`config.mk`:
```
export PLATFORM = sky130hd
export DESIGN_NAME = timer_controller
export DESIGN_NICKNAME = d
export VERILOG_FILES = /design/src/rtl/timer_pkg.sv /design/src/rtl/btn_edge.sv /design/src/rtl/timer_controller.sv
export SDC_FILE = /design/constraint.sdc
export NUM_CORES = 1
export LEC_CHECK = 0
export CAP_MARGIN = 20
export CORE_ASPECT_RATIO = 0.8
export CORE_MARGIN = 3
export CORE_UTILIZATION = 50
export CTS_BUF_LIST = sky130_fd_sc_hd__clkbuf_8
export DETAILED_ROUTE_END_ITERATION = 10
export GPL_TIMING_DRIVEN = 0
export PLACE_DENSITY = 0.68
export RECOVER_POWER = 100
export SLEW_MARGIN = 20
export SYNTH_ARGS = -nofsm -noshare
export SYNTH_HDL_FRONTEND = slang
export SYNTH_SLANG_ARGS = --single-unit
```
`constraint.sdc`:
```
create_clock -name clk -period 2.75 [get_ports clk]
set_input_delay 0.825 -clock clk [delete_from_list [all_inputs] [get_ports clk]]
set_output_delay 0.825 -clock clk [all_outputs]
set_load 0.02 [all_outputs]
```
`src/rtl/timer_pkg.sv`:
```
// timer_pkg
//   Shared definitions for the countdown timer: FSM state encoding,
//   time-field limits and a wrap-around increment helper.
package timer_pkg;

  typedef enum logic [1:0] {
    ST_IDLE  = 2'd0,
    ST_RUN   = 2'd1,
    ST_PAUSE = 2'd2,
    ST_ALARM = 2'd3
  } state_t;

  localparam logic [5:0] MAX_SEC = 6'd59;
  localparam logic [5:0] MAX_MIN = 6'd59;

  // Increment a time field, wrapping from max_v back to zero.
  function automatic logic [5:0] inc_wrap(input logic [5:0] v, input logic [5:0] max_v);
    return (v == max_v) ? 6'd0 : v + 6'd1;
  endfunction

endpackage

```
`src/rtl/btn_edge.sv`:
```
// btn_edge
//   Two-flop synchronizer plus rising-edge detector for one raw button.
//   Produces a one-cycle registered pulse per press, so a press rising
//   before edge N yields o_pulse high between edges N+2 and N+3.
// Ports:
//   clk     - system clock
//   reset   - asynchronous active-high reset
//   i_btn   - raw button level, asynchronous to clk
//   o_pulse - single-cycle pulse per rising edge of i_btn
module btn_edge (
  input  logic clk,
  input  logic reset,
  input  logic i_btn,
  output logic o_pulse
);

  logic r_meta;
  logic r_sync;
  logic r_prev;
  logic r_v1;
  logic r_v2;
  logic r_armed;
  logic r_pulse;

  always_ff @(posedge clk or posedge reset) begin
    if (reset) begin
      r_meta  <= 1'b0;
      r_sync  <= 1'b0;
      r_prev  <= 1'b0;
      r_v1    <= 1'b0;
      r_v2    <= 1'b0;
      r_armed <= 1'b0;
      r_pulse <= 1'b0;
    end else begin
      r_meta <= i_btn;
      r_sync <= r_meta;
      r_prev <= r_sync;
      // r_v2 marks that r_sync holds a real sampled level, not its reset value.
      r_v1   <= 1'b1;
      r_v2   <= r_v1;
      // Only arm once the button has been seen low after reset, so a button
      // held through reset release cannot fire until it falls and rises again.
      if (r_v2 && !r_sync) begin
        r_armed <= 1'b1;
      end
      r_pulse <= r_sync & ~r_prev & r_armed;
    end
  end

  assign o_pulse = r_pulse;

endmodule

```
`src/rtl/timer_controller.sv`:
```
// timer_controller
//   Kitchen-style countdown timer. Buttons set minutes/seconds in IDLE,
//   start/pause toggles countdown, clear cancels. Reaching 00:00 raises
//   the alarm for ALARM_SECS seconds (or until any button), then IDLE.
// Parameters:
//   TICK_DIV   - clk cycles per countdown second
//   ALARM_SECS - seconds the alarm stays asserted
// Ports:
//   clk, reset                                   - clock, async active-high reset
//   btn_start, btn_min, btn_sec, btn_clear       - raw button levels
//   min_out, sec_out                             - current time, 0..59 each
//   running                                      - high in RUN only
//   alarm                                        - high in ALARM only
module timer_controller
  import timer_pkg::*;
#(
  parameter int TICK_DIV   = 100000000,
  parameter int ALARM_SECS = 10
) (
  input  logic       clk,
  input  logic       reset,
  input  logic       btn_start,
  input  logic       btn_min,
  input  logic       btn_sec,
  input  logic       btn_clear,
  output logic [5:0] min_out,
  output logic [5:0] sec_out,
  output logic       running,
  output logic       alarm
);

  localparam int PW = (TICK_DIV > 1) ? $clog2(TICK_DIV) : 1;
  localparam int AW = (ALARM_SECS > 1) ? $clog2(ALARM_SECS) : 1;
  localparam logic [PW-1:0] PRESC_MAX = PW'(TICK_DIV - 1);
  localparam logic [AW-1:0] ACNT_MAX  = AW'(ALARM_SECS - 1);

  logic w_p_start;
  logic w_p_min;
  logic w_p_sec;
  logic w_p_clear;
  logic w_any;
  logic w_tick;
  logic w_time_zero;
  logic [PW-1:0] w_presc_next;

  state_t        r_state;
  logic [5:0]    r_min;
  logic [5:0]    r_sec;
  logic          r_running;
  logic          r_alarm;
  logic [PW-1:0] r_presc;
  logic [AW-1:0] r_acnt;

  btn_edge u_start (.clk(clk), .reset(reset), .i_btn(btn_start), .o_pulse(w_p_start));
  btn_edge u_min   (.clk(clk), .reset(reset), .i_btn(btn_min),   .o_pulse(w_p_min));
  btn_edge u_sec   (.clk(clk), .reset(reset), .i_btn(btn_sec),   .o_pulse(w_p_sec));
  btn_edge u_clear (.clk(clk), .reset(reset), .i_btn(btn_clear), .o_pulse(w_p_clear));

  assign w_any        = w_p_start | w_p_min | w_p_sec | w_p_clear;
  assign w_tick       = (r_presc == PRESC_MAX);
  assign w_time_zero  = (r_min == 6'd0) && (r_sec == 6'd0);
  assign w_presc_next = w_tick ? '0 : r_presc + 1'b1;

  // Button actions take priority over a coincident prescaler tick.
  always_ff @(posedge clk or posedge reset) begin
    if (reset) begin
      r_state   <= ST_IDLE;
      r_min     <= 6'd0;
      r_sec     <= 6'd0;
      r_running <= 1'b0;
      r_alarm   <= 1'b0;
      r_presc   <= '0;
      r_acnt    <= '0;
    end else begin
      case (r_state)
        ST_IDLE: begin
          if (w_p_clear) begin
            r_min <= 6'd0;
            r_sec <= 6'd0;
          end else if (w_p_start) begin
            if (!w_time_zero) begin
              r_state   <= ST_RUN;
              r_running <= 1'b1;
              r_presc   <= '0;
            end
          end else begin
            if (w_p_min) r_min <= inc_wrap(r_min, MAX_MIN);
            if (w_p_sec) r_sec <= inc_wrap(r_sec, MAX_SEC);
          end
        end

        ST_RUN: begin
          if (w_p_clear) begin
            r_state   <= ST_IDLE;
            r_running <= 1'b0;
            r_min     <= 6'd0;
            r_sec     <= 6'd0;
            r_presc   <= '0;
          end else if (w_p_start) begin
            r_state   <= ST_PAUSE;
            r_running <= 1'b0;
          end else begin
            r_presc <= w_presc_next;
            if (w_tick) begin
              if (r_sec != 6'd0) begin
                r_sec <= r_sec - 6'd1;
                // Last second elapsed: the alarm period starts on this edge,
                // and its prescaler restarts from zero via w_presc_next.
                if ((r_min == 6'd0) && (r_sec == 6'd1)) begin
                  r_state   <= ST_ALARM;
                  r_running <= 1'b0;
                  r_alarm   <= 1'b1;
                  r_acnt    <= '0;
                end
              end else if (r_min != 6'd0) begin
                r_sec <= MAX_SEC;
                r_min <= r_min - 6'd1;
              end
            end
          end
        end

        ST_PAUSE: begin
          if (w_p_clear) begin
            r_state <= ST_IDLE;
            r_min   <= 6'd0;
            r_sec   <= 6'd0;
            r_presc <= '0;
          end else if (w_p_start) begin
            r_state   <= ST_RUN;
            r_running <= 1'b1;
            r_presc   <= '0;
          end
        end

        ST_ALARM: begin
          if (w_any) begin
            r_state <= ST_IDLE;
            r_alarm <= 1'b0;
            r_presc <= '0;
            r_acnt  <= '0;
          end else begin
            r_presc <= w_presc_next;
            if (w_tick) begin
              if (r_acnt == ACNT_MAX) begin
                r_state <= ST_IDLE;
                r_alarm <= 1'b0;
                r_acnt  <= '0;
              end else begin
                r_acnt <= r_acnt + 1'b1;
              end
            end
          end
        end

        default: begin
          r_state <= ST_IDLE;
        end
      endcase
    end
  end

  assign min_out = r_min;
  assign sec_out = r_sec;
  assign running = r_running;
  assign alarm   = r_alarm;

endmodule
```
=== Word-level counts from Yosys, hierarchy flattened ===
Cells that the tools add are included.

* Register bits after elaboration: 69
* Input bits: 6

* Add/subtract/negate cells: 6
* Reduce and logical (&&, ||, !) cells: 24
* Equal/unequal tests: 33
* Multiplexer cells: 74
* Bitwise gates (word level): 15

{| class="wikitable"
|+ Operator list
! cell !! count
|-
| $mux 27 || 9
|-
| $mux 6 || 19
|-
| $pmux 27 s4 || 1
|-
| $pmux 6 s3 || 2
|-
| $mux 4 || 8
|-
| $add 27x1->27 const B || 1
|-
| $eq 27x27->1 const B || 1
|-
| $mux 2 || 13
|-
| $mux 1 || 18
|-
| $reduce_and 9->1 || 2
|-
| $ne 2x2->1 const B || 8
|-
| $reduce_and 8->1 || 2
|-
| $ne 3x2->1 const B || 5
|-
| $reduce_and 7->1 || 2
|-
| $add 6x1->6 const B || 2
|-
| $eq 6x6->1 const B || 2
|-
| $logic_not 6->1 || 2
|-
| $ne 4x2->1 const B || 3
|-
| $reduce_bool 6->1 || 2
|-
| $sub 6x1->6 const B || 2
|-
| $ne 3x1->1 const B || 3
|-
| $and 1x1->1 || 8
|-
| $pmux 2 s4 || 1
|-
| $pmux 4 s2 || 1
|-
| 18 further kinds || 35
|}

=== Depth between registers and ports, before layout ===
Gate-level depths: netlist of run 1.

* Word-level depth: 8
* Gate-level depth with buffers: 9

=== Cells and area by module ===
Synthesis of run 1 repeated with hierarchy kept, for this count alone.

* Cell total of the unflattened synthesis: 418
* Area, all modules: 3,956.3 µm²

{| class="wikitable"
|+ Modules (own cells, without submodules)
! module !! cells each !! instances !! area each (µm²)
|-
| timer_controller || 366 || 1 || 3,150.5
|-
| btn_edge || 13 || 4 || 201.4
|}

=== Worst setup path after synthesis of run 1 ===
Ideal clock, no wire load.

* Kind: register -> register
* Start: register r_state[0]
* End: register r_min[0] (netlist: min_out[0])
* Setup slack: 0.369 ns
* Stages on the path, launching flop included: 10
* Library setup time: 0.125 ns
* Data arrival time: 2.255 ns
* Required time: 2.625 ns
* Cells stage by stage: dfrtp_1 > inv_1 > ha_1 > clkbuf_1 > or2_2 > a311oi_1 > o21ai_0 > or2_1 > buf_2 > mux2_4

* Word-level cells in the longest chain between the ends: 3
* Elaborated cells between the ends (all ways): 13

{| class="wikitable"
|+ Ends and longest elaborated chain
! item !! RTL line !! text
|-
| start, declared || timer_controller.sv:46 || <nowiki>state_t r_state;</nowiki>
|-
| start signal, assigned || timer_controller.sv:67 || <nowiki>r_state <= ST_IDLE;</nowiki>
|-
| start signal, assigned || timer_controller.sv:82 || <nowiki>r_state <= ST_RUN;</nowiki>
|-
| start signal, assigned || timer_controller.sv:94 || <nowiki>r_state <= ST_IDLE;</nowiki>
|-
| $eq 2x1->1 (tied with other cells) || timer_controller.sv:75 || <nowiki>case (r_state)</nowiki>
|-
| $ne 3x2->1 (no line) (tied with other cells) || n/a ||
|-
| $reduce_and 8->1 (no line) || n/a ||
|-
| end signal, assigned || timer_controller.sv:87 || <nowiki>if (w_p_min) r_min <= inc_wrap(r_min, MAX_MIN);</nowiki>
|-
| end signal, assigned || timer_controller.sv:117 || <nowiki>r_min <= r_min - 6'd1;</nowiki>
|-
| end, declared || timer_controller.sv:47 || <nowiki>logic [5:0] r_min;</nowiki>
|}

Parallel ways exist; a longest one is shown, timed or not.
A chain may end at the register's enable or synchronous reset.

=== Worst setup path in the final report of run 1 ===
* Start: register r_state[0]
* End: register r_sec[4] (netlist: sec_out[4])

* Word-level cells in the longest chain between the ends: 3
* Elaborated cells between the ends (all ways): 12

{| class="wikitable"
|+ Ends and longest elaborated chain
! item !! RTL line !! text
|-
| $eq 2x1->1 (tied with other cells) || timer_controller.sv:75 ||
|-
| $ne 4x3->1 (no line) (tied with other cells) || n/a ||
|-
| $reduce_and 7->1 (no line) || n/a ||
|-
| end signal, assigned || timer_controller.sv:88 || <nowiki>if (w_p_sec) r_sec <= inc_wrap(r_sec, MAX_SEC);</nowiki>
|-
| end signal, assigned || timer_controller.sv:106 || <nowiki>r_sec <= r_sec - 6'd1;</nowiki>
|-
| end, declared || timer_controller.sv:48 || <nowiki>logic [5:0] r_sec;</nowiki>
|}

Parallel ways exist; a longest one is shown, timed or not.

==> results by group, run 1 <==
Synthesis
  – Post-synth EDFFs: 0
  – Compound-Gate Fraction of Synth Area: 22.7%
  – Main combinational cell family by area after synthesis: compound AO/OA/AOI/OAI gates
  – Syn nets: 427
  – Synth Flop Type: dfrtp_1
  – Post-Synth Simple-Gate Area: 22.1%
  – Multiplexer share of the synthesized area: 1.24%
  – Async SR Flop Fraction: 100%
  – Synth Cell Area: 3850 um^2
  – Yosys Warn Count: 0
  – Post-synthesis xor/xnor area fraction: 0.455%
  – Post-Syn Instances: 407
  – Post-synthesis adder-cell area fraction: 4.55%
  – Register area share after synthesis: 44.9%
  – #FFs+latches synth: 69
  – Average cell area after synthesis: 9.46 um^2
  – Synth cell types: 62

GRT
  – GRT overflow: 0
  – GR Util met2: 30.1%
  – First-pass GRT wire length: 14.7 mm
  – Initial antenna violation count: 0
  – GR Util met1: 30.7%
  – Vias in the first global route: 3028
  – M3 GR Usage: 3.69%
  – Largest net degree at the start of global routing: 42
  – Gr busiest metal: met1
  – GR Util All Layers: 20.3%

Run status
  – Status: finished clean

Drt
  – Residual DRC: 0
  – Total routed wirelength: 8.46 mm
  – Starting DRC count in detailed routing: 229
  – DRT Pass-1 Iters: 4
  – Vias per inst: 5.96
  – DR WL/cell: 15.6 um
  – Antenna Nets Post-Route: 0
  – Vias: 3236

Place
  – IO Port Bufs: 19
  – GP Congestion: 0.879
  – Post-DP HPWL: 6.01 mm

Timing
  – Max Clk Rate: 383 MHz
  – Worst Clk Skew: 0.00974 ns
  – Max_slew headroom: 14.0%
  – Final Slew Violations: 0
  – Final worst path period need: 2.61 ns
  – Worst-margin pin slew: 1.28 ns
  – Final Hold Viols: 0
  – Count of final setup violators: 0
  – Fin crit share: 95.0%
  – Final hold slack: 0.354 ns

Clock network
  – Post-CTS Setup Repair Bufs: 0
  – Reg clk slew, reported paths: 0.08 ns
  – Clock buffer depth: 2
  – CTS Buf Count: 9
  – H-tree depth: 3
  – TritonCTS clock tree: yes
  – Clock Latency Late Sink: 0.34 ns
  – Root Driver: clkbuf_8
  – Clock Sink Count: 69

Power
  – Leak: 1.83 nW
  – Worst vdd ir: 576 uV
  – Pwr dens: 910 nW/um^2

Final layout
  – Inserted Diodes: 0
  – Final Net Count: 457
  – Commonest cells after routing, fill and taps aside: dfrtp_1, o21ai_0, inv_1
  – Fin util: 62.4%
  – Share of cells above drive strength 1: 10.6%
  – P&R area growth vs syn: 16.1%
  – Leading cell type in the layout, fill and taps excluded: dfrtp_1

Floorplan
  – Initial Util: 53.7%
  – Core ar.: 7160 um^2
  – DIE WIDTH: 104 um
  – Die area: 8790 um^2
  – Die H: 84.5 um
  – Num rows: 27
  – Top Ports: 20

Setup path
  – Setup CP Type: reg -> reg
  – Worst-path maximum fanout: 10
  – Critical path required time: 2.98 ns
  – Critical Path AT: 2.84 ns
  – Startpoint Class: flop
  – CP endpoint kind: flop

Job
  – Max-Cap Viols: 0

Min path
  – Hold Path Class: reg -> reg
[area by class of cell]
cell class / count / area, um^2
buffer: 14 / 57.6
clock buffer: 9 / 124
clock inverter: 7 / 121
fill: 604 / 2700
inverter: 25 / 95.1
multi-input combinational: 298 / 2020
sequential: 69 / 1730
tap: 101 / 126
timing repair buffer: 20 / 198
[state kept, by name, indices dropped and copies added (netlist names), 2 cells and up]
name,flops
r_presc,27
r_acnt,4
sec_out,6
min_out,6
r_state,2
[timing repair]
| item | 4_1_cts | 5_1_grt |
|---|---|---|
| hold buffers | 0 | 0 |
| gates resized for setup | 0 | 10 |
| endpoints found under the setup margin | 0 | 25 |
[where the power goes]
part / internal [mW] / switching (mW)
clock: 0.607 / 0.402
sequential: 1.13 / 0.138
combinational: 0.674 / 1.12
total: 2.41 / 1.66
[layer usage]
metal / share of wire (%) / wire [um]
met5: 0 / 0
met2: 44 / 3710
met3: 4.8 / 402
met4: 0.82 / 69
met1: 51 / 4270
[through the flow]
stage               cell area, um^2  std cells  power (mW)  worst slack (ns)  TNS [ns]
CTS                            4430        544        4.06            0.0338         0
detailed placement             4190        528        3.04            0.0333         0
global route                   4470        543        4.37          -0.00595  -0.00595
global placement               4170        527        2.99            -0.991    -68.06
finish                         4470        543        4.06             0.139         0
floorplan                      3850        407        2.52             0.185         0
[synth_stat cells (7+ instances only)]
library cell	n	area [um^2]
nor2b_1	9	56.3
or3_1	10	62.6
nand3_1	13	65.1
a21oi_1	23	115
a21o_1	7	52.6
ha_1	14	175
dfrtp_1	69	1730
nand4_1	8	50.1
nor2_1	20	75.1
and2_1	8	50.1
clkbuf_1	11	41.3
and3_1	8	50.1
o21ai_0	36	180
nor3_1	9	45.0
o31ai_1	17	128
inv_1	25	93.8
nand2_1	23	86.3
[logic make-up after synthesis]
logic type / Yosys count
flip-flops: 69
other: 1
AO/OA/AOI/OAI: 130
multiplexers: 4
adder cells (fa/ha/maj): 14
XOR/XNOR: 2
AND/OR/NAND/NOR: 147
buffers and inverters: 40
[path summary, 6_finish.rpt]
check | startpoint | end | slack [ns] | cells past startpoint
setup / recovery | r_state[0] | sec_out[4] | 0.14 | 9
hold / removal | u_clear.r_meta | u_clear.r_sync | 0.35 | 0
setup reg to reg | r_state[0] | sec_out[4] | 0.14 | 9
hold reg to reg | u_clear.r_meta | u_clear.r_sync | 0.35 | 0
max in group asynchronous | reset | sec_out[0] | 0.36 | 3
min in group asynchronous | reset | r_presc[4] | 1.20 | 2
[critical path, cell delays in order, from the launching register on]
cell,delay (ns)
dfrtp_1,0.39
inv_1,0.08
ha_1,0.19
clkbuf_1,0.20
or2_2,0.33
a311oi_2,0.36
o21ai_2,0.19
or2_0,0.24
buf_2,0.16
o32a_1,0.35
(Power assumes the default switching activity.)
==> run 2, diff against run 1 <==
--- a/config.mk
+++ b/config.mk
@@ -12,6 +12,7 @@
 export CTS_BUF_LIST = sky130_fd_sc_hd__clkbuf_8
 export DETAILED_ROUTE_END_ITERATION = 10
 export GPL_TIMING_DRIVEN = 0
+export HOLD_SLACK_MARGIN = 0.02
 export PLACE_DENSITY = 0.68
 export RECOVER_POWER = 100
 export SLEW_MARGIN = 20
==> results of run 2 <==
Final layout, timing and power as in run 1 (identical DEF).
